`config.mk`:
```
export PLATFORM = sky130hd
export DESIGN_NAME = id_arbiter_tx_flat
export DESIGN_NICKNAME = d
export VERILOG_FILES = /design/src/rtl/id_arbiter_tx_pkg.sv /design/src/rtl/id_arbiter_tx_if.sv /design/src/rtl/id_shift_out.sv /design/src/rtl/id_arbiter_tx.sv /design/src/flat_wrapper.sv
export SDC_FILE = /design/constraint.sdc
export NUM_CORES = 1
export LEC_CHECK = 0
export ABC_AREA = 1
export CAP_MARGIN = 20
export CORE_ASPECT_RATIO = 1.25
export CORE_MARGIN = 10
export CORE_UTILIZATION = 45
export DETAILED_ROUTE_END_ITERATION = 10
export HOLD_SLACK_MARGIN = 0.12
export PLACE_DENSITY = 0.76
export SLEW_MARGIN = 20
export SYNTH_ARGS = -nofsm -noshare
export SYNTH_HDL_FRONTEND = slang
export SYNTH_HIERARCHICAL = 1
export SYNTH_SLANG_ARGS = --single-unit
```
`constraint.sdc`:
```
create_clock -name clk -period 2.3 [get_ports clk]
set_clock_uncertainty 0.15 [all_clocks]
set_input_delay 0.345 -clock clk [delete_from_list [all_inputs] [get_ports clk]]
set_output_delay 0.345 -clock clk [all_outputs]
set_load 0.05 [all_outputs]
```
`src/rtl/id_arbiter_tx_pkg.sv`:
```
// Shared ID-arbitration types, used by both transmit and receive ID logic.
package id_arbiter_tx_pkg;
  localparam int ID_LEN_DEFAULT = 11;

  typedef enum logic [2:0] {
    s_idle,
    s_load,
    s_drive,
    s_sample,
    s_done,
    s_lost,
    s_error
  } id_state_e;
endpackage

```
`src/rtl/id_arbiter_tx_if.sv`:
```
// Handshake/bus bundle between a frame controller (master) and the ID transmitter (slave).
interface id_arbiter_tx_if;
  logic        enable;
  logic [31:0] id;
  logic        txPulse;
  logic        samplePulse;
  logic        dIn;
  logic        dOut;
  logic        txActive;
  logic        idSendComplete;
  logic        arbLost;
  logic        bitError;

  modport master (
    output enable, id, txPulse, samplePulse, dIn,
    input  dOut, txActive, idSendComplete, arbLost, bitError
  );

  modport slave (
    input  enable, id, txPulse, samplePulse, dIn,
    output dOut, txActive, idSendComplete, arbLost, bitError
  );
endinterface

```
`src/rtl/id_shift_out.sv`:
```
// MSB-first ID shift register with a bit counter; loaded at frame start, shifted per won bit.
module id_shift_out
  import id_arbiter_tx_pkg::*;
#(
  parameter int ID_LEN = ID_LEN_DEFAULT
) (
  input  logic              clk,
  input  logic              resetN,
  input  logic              load_i,
  input  logic              shift_i,
  input  logic [ID_LEN-1:0] id_i,
  output logic              msb_o,
  output logic [4:0]        cnt_o
);
  logic [ID_LEN-1:0] sr_q, sr_d;
  logic [4:0]        cnt_q, cnt_d;

  always_comb begin
    sr_d  = sr_q;
    cnt_d = cnt_q;
    if (load_i) begin
      sr_d  = id_i;
      cnt_d = '0;
    end else if (shift_i) begin
      // Recessive fill keeps the register well-defined for ID_LEN == 1 too.
      sr_d  = (sr_q << 1) | ID_LEN'(1);
      cnt_d = cnt_q + 5'd1;
    end
  end

  always_ff @(posedge clk) begin
    if (!resetN) begin
      sr_q  <= '1;
      cnt_q <= '0;
    end else begin
      sr_q  <= sr_d;
      cnt_q <= cnt_d;
    end
  end

  assign msb_o = sr_q[ID_LEN-1];
  assign cnt_o = cnt_q;
endmodule

```
`src/rtl/id_arbiter_tx.sv`:
```
// Bitwise ID arbitration transmitter: drives ID bits on txPulse, checks readback on samplePulse.
module id_arbiter_tx
  import id_arbiter_tx_pkg::*;
#(
  parameter int ID_LEN = ID_LEN_DEFAULT
) (
  input  logic           clk,
  input  logic           resetN,
  id_arbiter_tx_if.slave bus
);
  localparam logic [4:0] LAST_BIT = 5'(ID_LEN - 1);

  id_state_e  state_q;
  logic       dout_q, din_q, active_q, done_q, lost_q, err_q;
  logic       load, shift, msb;
  logic [4:0] cnt;

  assign load  = (state_q == s_idle) && bus.enable;
  assign shift = (state_q == s_sample) && bus.enable && (din_q == dout_q);

  id_shift_out #(.ID_LEN(ID_LEN)) u_shift (
    .clk     (clk),
    .resetN  (resetN),
    .load_i  (load),
    .shift_i (shift),
    .id_i    (bus.id[ID_LEN-1:0]),
    .msb_o   (msb),
    .cnt_o   (cnt)
  );

  always_ff @(posedge clk) begin
    if (!resetN) begin
      state_q  <= s_idle;
      dout_q   <= 1'b1;
      din_q    <= 1'b1;
      active_q <= 1'b0;
      done_q   <= 1'b0;
      lost_q   <= 1'b0;
      err_q    <= 1'b0;
    end else begin
      if (bus.samplePulse) din_q <= bus.dIn;
      case (state_q)
        s_idle: if (bus.enable) begin
          state_q  <= s_load;
          active_q <= 1'b1;
        end
        s_load, s_drive, s_sample: begin
          if (!bus.enable) begin
            state_q  <= s_idle;
            dout_q   <= 1'b1;
            active_q <= 1'b0;
          end else if (state_q == s_load) begin
            // A coincident samplePulse wins the cycle; the txPulse is dropped.
            if (bus.txPulse && !bus.samplePulse) begin
              state_q <= s_drive;
              dout_q  <= msb;
            end
          end else if (state_q == s_drive) begin
            if (bus.samplePulse) state_q <= s_sample;
          end else if (din_q == dout_q) begin
            if (cnt == LAST_BIT) begin
              state_q  <= s_done;
              dout_q   <= 1'b1;
              active_q <= 1'b0;
              done_q   <= 1'b1;
            end else begin
              state_q <= s_load;
            end
          end else begin
            state_q  <= dout_q ? s_lost : s_error;
            lost_q   <= dout_q;
            err_q    <= ~dout_q;
            dout_q   <= 1'b1;
            active_q <= 1'b0;
          end
        end
        s_done, s_lost, s_error: if (!bus.enable) begin
          state_q <= s_idle;
          done_q  <= 1'b0;
          lost_q  <= 1'b0;
          err_q   <= 1'b0;
        end
        default: begin
          state_q  <= s_idle;
          dout_q   <= 1'b1;
          active_q <= 1'b0;
          done_q   <= 1'b0;
          lost_q   <= 1'b0;
          err_q    <= 1'b0;
        end
      endcase
    end
  end

  assign bus.dOut           = dout_q;
  assign bus.txActive       = active_q;
  assign bus.idSendComplete = done_q;
  assign bus.arbLost        = lost_q;
  assign bus.bitError       = err_q;
endmodule
```
`src/flat_wrapper.sv`:
```
// flat-port wrapper written by rule: the top's interface ports become plain ports
module id_arbiter_tx_flat import id_arbiter_tx_pkg::*;
#(
  parameter int ID_LEN = ID_LEN_DEFAULT
)
  (clk, resetN, bus_enable, bus_id, bus_txPulse, bus_samplePulse, bus_dIn, bus_dOut, bus_txActive, bus_idSendComplete, bus_arbLost, bus_bitError);
  id_arbiter_tx_if bus_i ();
  input  logic clk;
  input  logic resetN;
  input wire logic [$bits(bus_i.enable)-1:0] bus_enable;
  input wire logic [$bits(bus_i.id)-1:0] bus_id;
  input wire logic [$bits(bus_i.txPulse)-1:0] bus_txPulse;
  input wire logic [$bits(bus_i.samplePulse)-1:0] bus_samplePulse;
  input wire logic [$bits(bus_i.dIn)-1:0] bus_dIn;
  output wire logic [$bits(bus_i.dOut)-1:0] bus_dOut;
  output wire logic [$bits(bus_i.txActive)-1:0] bus_txActive;
  output wire logic [$bits(bus_i.idSendComplete)-1:0] bus_idSendComplete;
  output wire logic [$bits(bus_i.arbLost)-1:0] bus_arbLost;
  output wire logic [$bits(bus_i.bitError)-1:0] bus_bitError;
  assign bus_i.enable = bus_enable;
  assign bus_i.id = bus_id;
  assign bus_i.txPulse = bus_txPulse;
  assign bus_i.samplePulse = bus_samplePulse;
  assign bus_i.dIn = bus_dIn;
  assign bus_dOut = bus_i.dOut;
  assign bus_txActive = bus_i.txActive;
  assign bus_idSendComplete = bus_i.idSendComplete;
  assign bus_arbLost = bus_i.arbLost;
  assign bus_bitError = bus_i.bitError;
  id_arbiter_tx #(.ID_LEN(ID_LEN)) u_core (.clk(clk), .resetN(resetN), .bus(bus_i));
endmodule
```
* Word-level counts from Yosys, hierarchy flattened *
Index checks and enable logic that the tools add are counted.

storage, ports and cells
  flip-flop bits (word level) = 25
  word-level logic and storage cells = 97
  input bits = 38
  output and inout port bits = 5

operators by class
  bitwise gates (word level) = 5
  equality and inequality tests = 23
  reductions and logical operators = 16
  mux-type cells = 43
  add/subtract/negate cells = 1

operators with widths
  operator               count
  $mux W3                9
  $mux W1                25
  $mux W11               2
  $ne A2 B2 Y1 const B   6
  $pmux W1 S3            4
  $ne A5 B4 Y1 const B   2
  $eq A3 B3 Y1 const B   3
  $pmux W3 S3            1
  $ne A4 B4 Y1 const B   2
  $reduce_and A4 Y1      2
  $reduce_and A7 Y1      1
  $eq A3 B2 Y1 const B   2
  $ne A3 B3 Y1 const B   2
  $reduce_and A6 Y1      1
  $reduce_or A3 Y1       2
  $add A5 B1 Y5 const B  1
  $eq A5 B4 Y1 const B   1
  $not A1 Y1             5
  $reduce_and A5 Y1      1
  $logic_and A1 B1 Y1    4
  $ne A2 B1 Y1 const B   2
  $ne A4 B3 Y1 const B   1
  $reduce_or A4 Y1       1
  $eq A3 B1 Y1 const B   1
  other kinds (7)        7

* Logic depth before layout (Yosys ltp) *
Gate-level depths: netlist (run 1).

  depth after elaboration = 7
  depth in mapped cells = 11

* Cells and area by module *
Netlist (run 1), hierarchy kept.

modules (own cells, without submodules)
  module         instances  seq. area each (um^2)  cells an instance  area an instance (um^2)
  id_shift_out   1          320.3                  91                 703.2
  id_arbiter_tx  1          180.2                  108                631.9

* Worst setup path before layout (run 1) *
Ideal clock, no wire load.

  path kind = register to register
  start point = register u_core.dout_q, in the netlist u_core/bus.dOut
  end point = register u_core.u_shift.cnt_q[4], in the netlist u_core/u_shift/cnt_o[4]
  buffers on the path = 0
  required time = 2.037 ns
  cell stages (with the launch flop) = 10
  clock period less this slack = 2.458 ns
  arrival time = 2.195 ns
  setup slack = -0.158 ns
  cells stage by stage = dfxtp_1 -> inv_1 -> ha_1 -> inv_1 -> nor4_1 -> nand2_1 -> nor2_1 -> nand2_1 -> nand2_1 -> nor2_1

on the way
  word-level cells in the longest chain between the ends = 2

RTL lines
  item                    line                 source
  start, declared         id_arbiter_tx.sv:14  logic dout_q, din_q, active_q, done_q, lost_q, err_q;
  start signal, assigned  id_arbiter_tx.sv:56  dout_q <= msb;
  $eq A1 B1 Y1            id_arbiter_tx.sv:19  assign shift = (state_q == s_sample) && bus.enable && (din_q == dout_q);
  $logic_and A1 B1 Y1     id_arbiter_tx.sv:19
  net u_core.shift        id_arbiter_tx.sv:15  logic load, shift, msb;
  end signal, assigned    id_shift_out.sv:37   cnt_q <= cnt_d;
  end, declared           id_shift_out.sv:16   logic [4:0] cnt_q, cnt_d;

The timed path passes the listed nets, and every way through them passes these cells.
A chain may end at the register's enable or synchronous reset.

* Worst setup path in the final report (run 1) *
  start point = register u_core.dout_q, in the netlist u_core/bus.dOut
  end point = output port bus_dOut

RTL lines
  item           line                source
  end, declared  flat_wrapper.sv:15  output wire logic [$bits(bus_i.dOut)-1:0] bus_dOut;

No word-level cell between the ends.

==> run_results.csv, run 1 <==
group,metric,value,unit
layout,final_common_cell,"nand2_1",
cts,ctsResizeCount,0,
timing,fin_tns_setup,0,ns
drt,routed_wirelength,2.892,mm
hold_path,min_from,"u_core/u_shift/sr_q[6]",
logic_synthesis,yosys.area_share.simple,0.3908,
logic_synthesis,synth-compound-area-share,0.1265,
timing,rsz0062_at_grt,"false",
power,ir_worst_vdd,0.5110,mV
layout,areaGrowthSynthToFinish,23.62,%
power,power.total,0.001565,W
cts,clock-root-buffer,"clkbuf_4",
die,dieWidth,68.72,um
layout,layout-drive-gt1-share,0.1770,
power,p_leak,0.7380,nW
critical_path,critPathKind,"register to primary output",
die,core-area,2890,sq um
critical_path,regToRegStartpoint,"u_core/bus.dOut",
timing,final.min_clock_period,2.074,ns
critical_path,reg2regPathDepth,9,
layout,multi_input_area,730.7,sq um
critical_path,crit_end,"bus_dOut",
flow_run,max_cap_violations,0,
logic_synthesis,synth_top_family_by_area,"simple AND/OR/NAND/NOR gates",
critical_path,cp_max_fo,5,
timing,finalHoldViolCount,0,
layout,antenna_cells,0,
die,num_rows,22,
die,die_height,80.90,um
layout,seq_area,500.5,sq um
place,port_buffers,21,
place,dp_hpwl,2.280,mm
cts,cts.path.max_buffers,2,
cts,clock-sinks,25,
timing,max_freq,0.4822,GHz
cts,tritoncts,"built",
status,status,"finished clean",
critical_path,required,1.80,ns
grt,antenna_found_initial,0,
critical_path,critPathLaunchType,"register",
critical_path,path_depth,1,
timing,slew_viol_final,0,
critical_path,cp.arrival,1.58,ns
logic_synthesis,syn-num-nets,239,
drt,vias,1295,
drt,dr.pass1.iters,4,
critical_path,crit_start,"u_core/bus.dOut",
drt,drt-initial-drc-count,60,
cts,ctsHoldBuffers,0,
critical_path,crit_chain,"clkdlybuf4s50_1",
cts,cts_buffers,3,
critical_path,worstSetupEndpointType,"primary output",
timing,setup_viol,0,
grt,grt_pass1_vias,1267,
critical_path,slowest_delay,0.84,ns
layout,final_cell_mix,"60 x nand2_1, 26 x nor2_1, 25 x dfxtp_1, 21 x clkdlybuf4s50_1, 20 x nand3_1",
grt,globalRoute.totalOverflow,0,
die,io_pins,43,
place,gp_congestion,0.9249,
critical_path,critical-path-top-delay-family,"buffers and inverters",
logic_synthesis,ys_seq_elements,25,
die,dieArea,5559,sq um
layout,fillers,289,
drt,drc,0,
grt,grt_max_degree,15,
logic_synthesis,synth_xor_xnor_area_share,0.006560,
drt,wl_per_cell,11.04,um
logic_synthesis,syn-cell-area,1335,sq um
logic_synthesis,synthMuxAreaShare,0,
logic_synthesis,yosys.area_share.adder,0.01874,
logic_synthesis,synth_warnings,6,
critical_path,critPathSlowestCell,"clkdlybuf4s50_1",
cts,worstSkewPairLatency,0.32,ns
logic_synthesis,ys_types,23,
logic_synthesis,syn_avg_cell_area,6.709,sq um
drt,ant_nets,0,
logic_synthesis,synth_cells,199,
critical_path,r2r-end,"u_core/u_shift/sr_q[10]",
cts,cts_setup_buffers,0,
die,initial_core_util,0.4619,
layout,final_nets,267,
timing,worst_pin_slew,0.5111,ns
logic_synthesis,ys_seq_area_frac,0.3749,
timing,max_slew_margin,0.6589,
power,power.density,948.2,nW/um^2
drt,viasPerCell,4.943,
cts,cts_max_level,1,
grt,grtUsageTotal,0.1165,
timing,fin_crit_sh,0.9017,
cts,path_clk_slew,0.13,ns
hold_path,hold_class,"register to register",
grt,grt_pass1_wl,5.257,mm
critical_path,ff2ff_setup_slack,0.31,ns
critical_path,critical_path_buf_inv_count,1,
[cell type report]
cell class,instances,area share
tap,36,0.02729
multi-input combinational,147,0.4428
timing repair buffer,25,0.1531
clock inverter,1,0.003033
clock buffer,3,0.01365
inverter,25,0.05686
sequential,25,0.3033
[routing by layer]
metal | GRT usage | vias up | wire length (um) | share of wire
li1 | - | 685 | - | -
met1 | 0.1354 | 570 | 1275 | 0.44
met2 | 0.1950 | 34 | 1378 | 0.48
met3 | 0.03306 | 6 | 200 | 0.069
met4 | 0.04545 | 0 | 39 | 0.013
met5 | 0 | - | 0 | 0
[synthesized netlist by cell type (all sizes together)]
cell	number	area share
nor4	1	0.0047
o21a	1	0.0056
nand3	22	0.090
o21ai	3	0.011
nor2	28	0.086
nand4	3	0.014
nor3	1	0.0037
o22ai	1	0.0047
nand2	65	0.19
xor2	1	0.0066
dfxtp	25	0.37
buf	2	0.012
ha	2	0.019
inv	25	0.070
a21oi	19	0.10
[kinds of logic after synthesis]
| kind of cell | Yosys count |
|---|---|
| compound gates | 24 |
| simple gates | 120 |
| flops | 25 |
| xor+xnor | 1 |
| buf+inv | 27 |
| fa+ha+maj | 2 |
[per-stage QoR]
stage                     worst slack, ns  hold WS, ns  cell area, sq um    util  instances
after floorplan                   0.02557       0.2639              1341       -        199
after global placement             0.3081       0.2875              1623  0.5615        258
after detailed placement           0.3015       0.2924              1623  0.5615        258
after CTS                          0.1958       0.3291              1650  0.5710        262
after global routing              0.05465       0.3578              1650  0.5710        262
final                              0.2260       0.3251              1650  0.5710        262
[worst min-delay path by stage]
stage / end / slack, ns / cells past startpoint
after CTS: u_core/bus.arbLost / 0.33 / 2
after global routing: u_core/u_shift/sr_q[8] / 0.36 / 2
final: u_core/u_shift/sr_q[6] / 0.33 / 2
after global placement: u_core/u_shift/sr_q[10] / 0.29 / 2
after floorplan: u_core/u_shift/sr_q[0] / 0.26 / 1
after detailed placement: u_core/u_shift/sr_q[10] / 0.29 / 2
[where the power goes]
group,switching [W],internal [W],leakage [nW]
registers,0.0000794,0.000529,0.205
clock network,0.000130,0.0000650,0.0177
logic,0.000477,0.000286,0.515
total,0.000686,0.000879,0.738
[flip-flops by register name (all words and copies together) (netlist names)]
name and cells:
u_core/u_shift/sr_q 11, u_core/u_shift/cnt_o 5, u_core/state_q 3, u_core/bus.arbLost 1
u_core/bus.bitError 1, u_core/bus.dOut 1, u_core/bus.idSendComplete 1, u_core/bus.txActive 1
u_core/din_q 1
[worst min-delay path, stage by stage (launching register included)]
cell and delay (ns):
dfxtp_1 0.35, nand2_1 0.05, nand3_1 0.05
No activity file was read; power rests on OpenSTA's default activity.
==> run 2: changes to the inputs <==
Settings changed: ABC_CLOCK_PERIOD_IN_PS set to 2300.
==> results of run 2 <==
No change in the layout: final DEF, timing and power equal those of run 1.
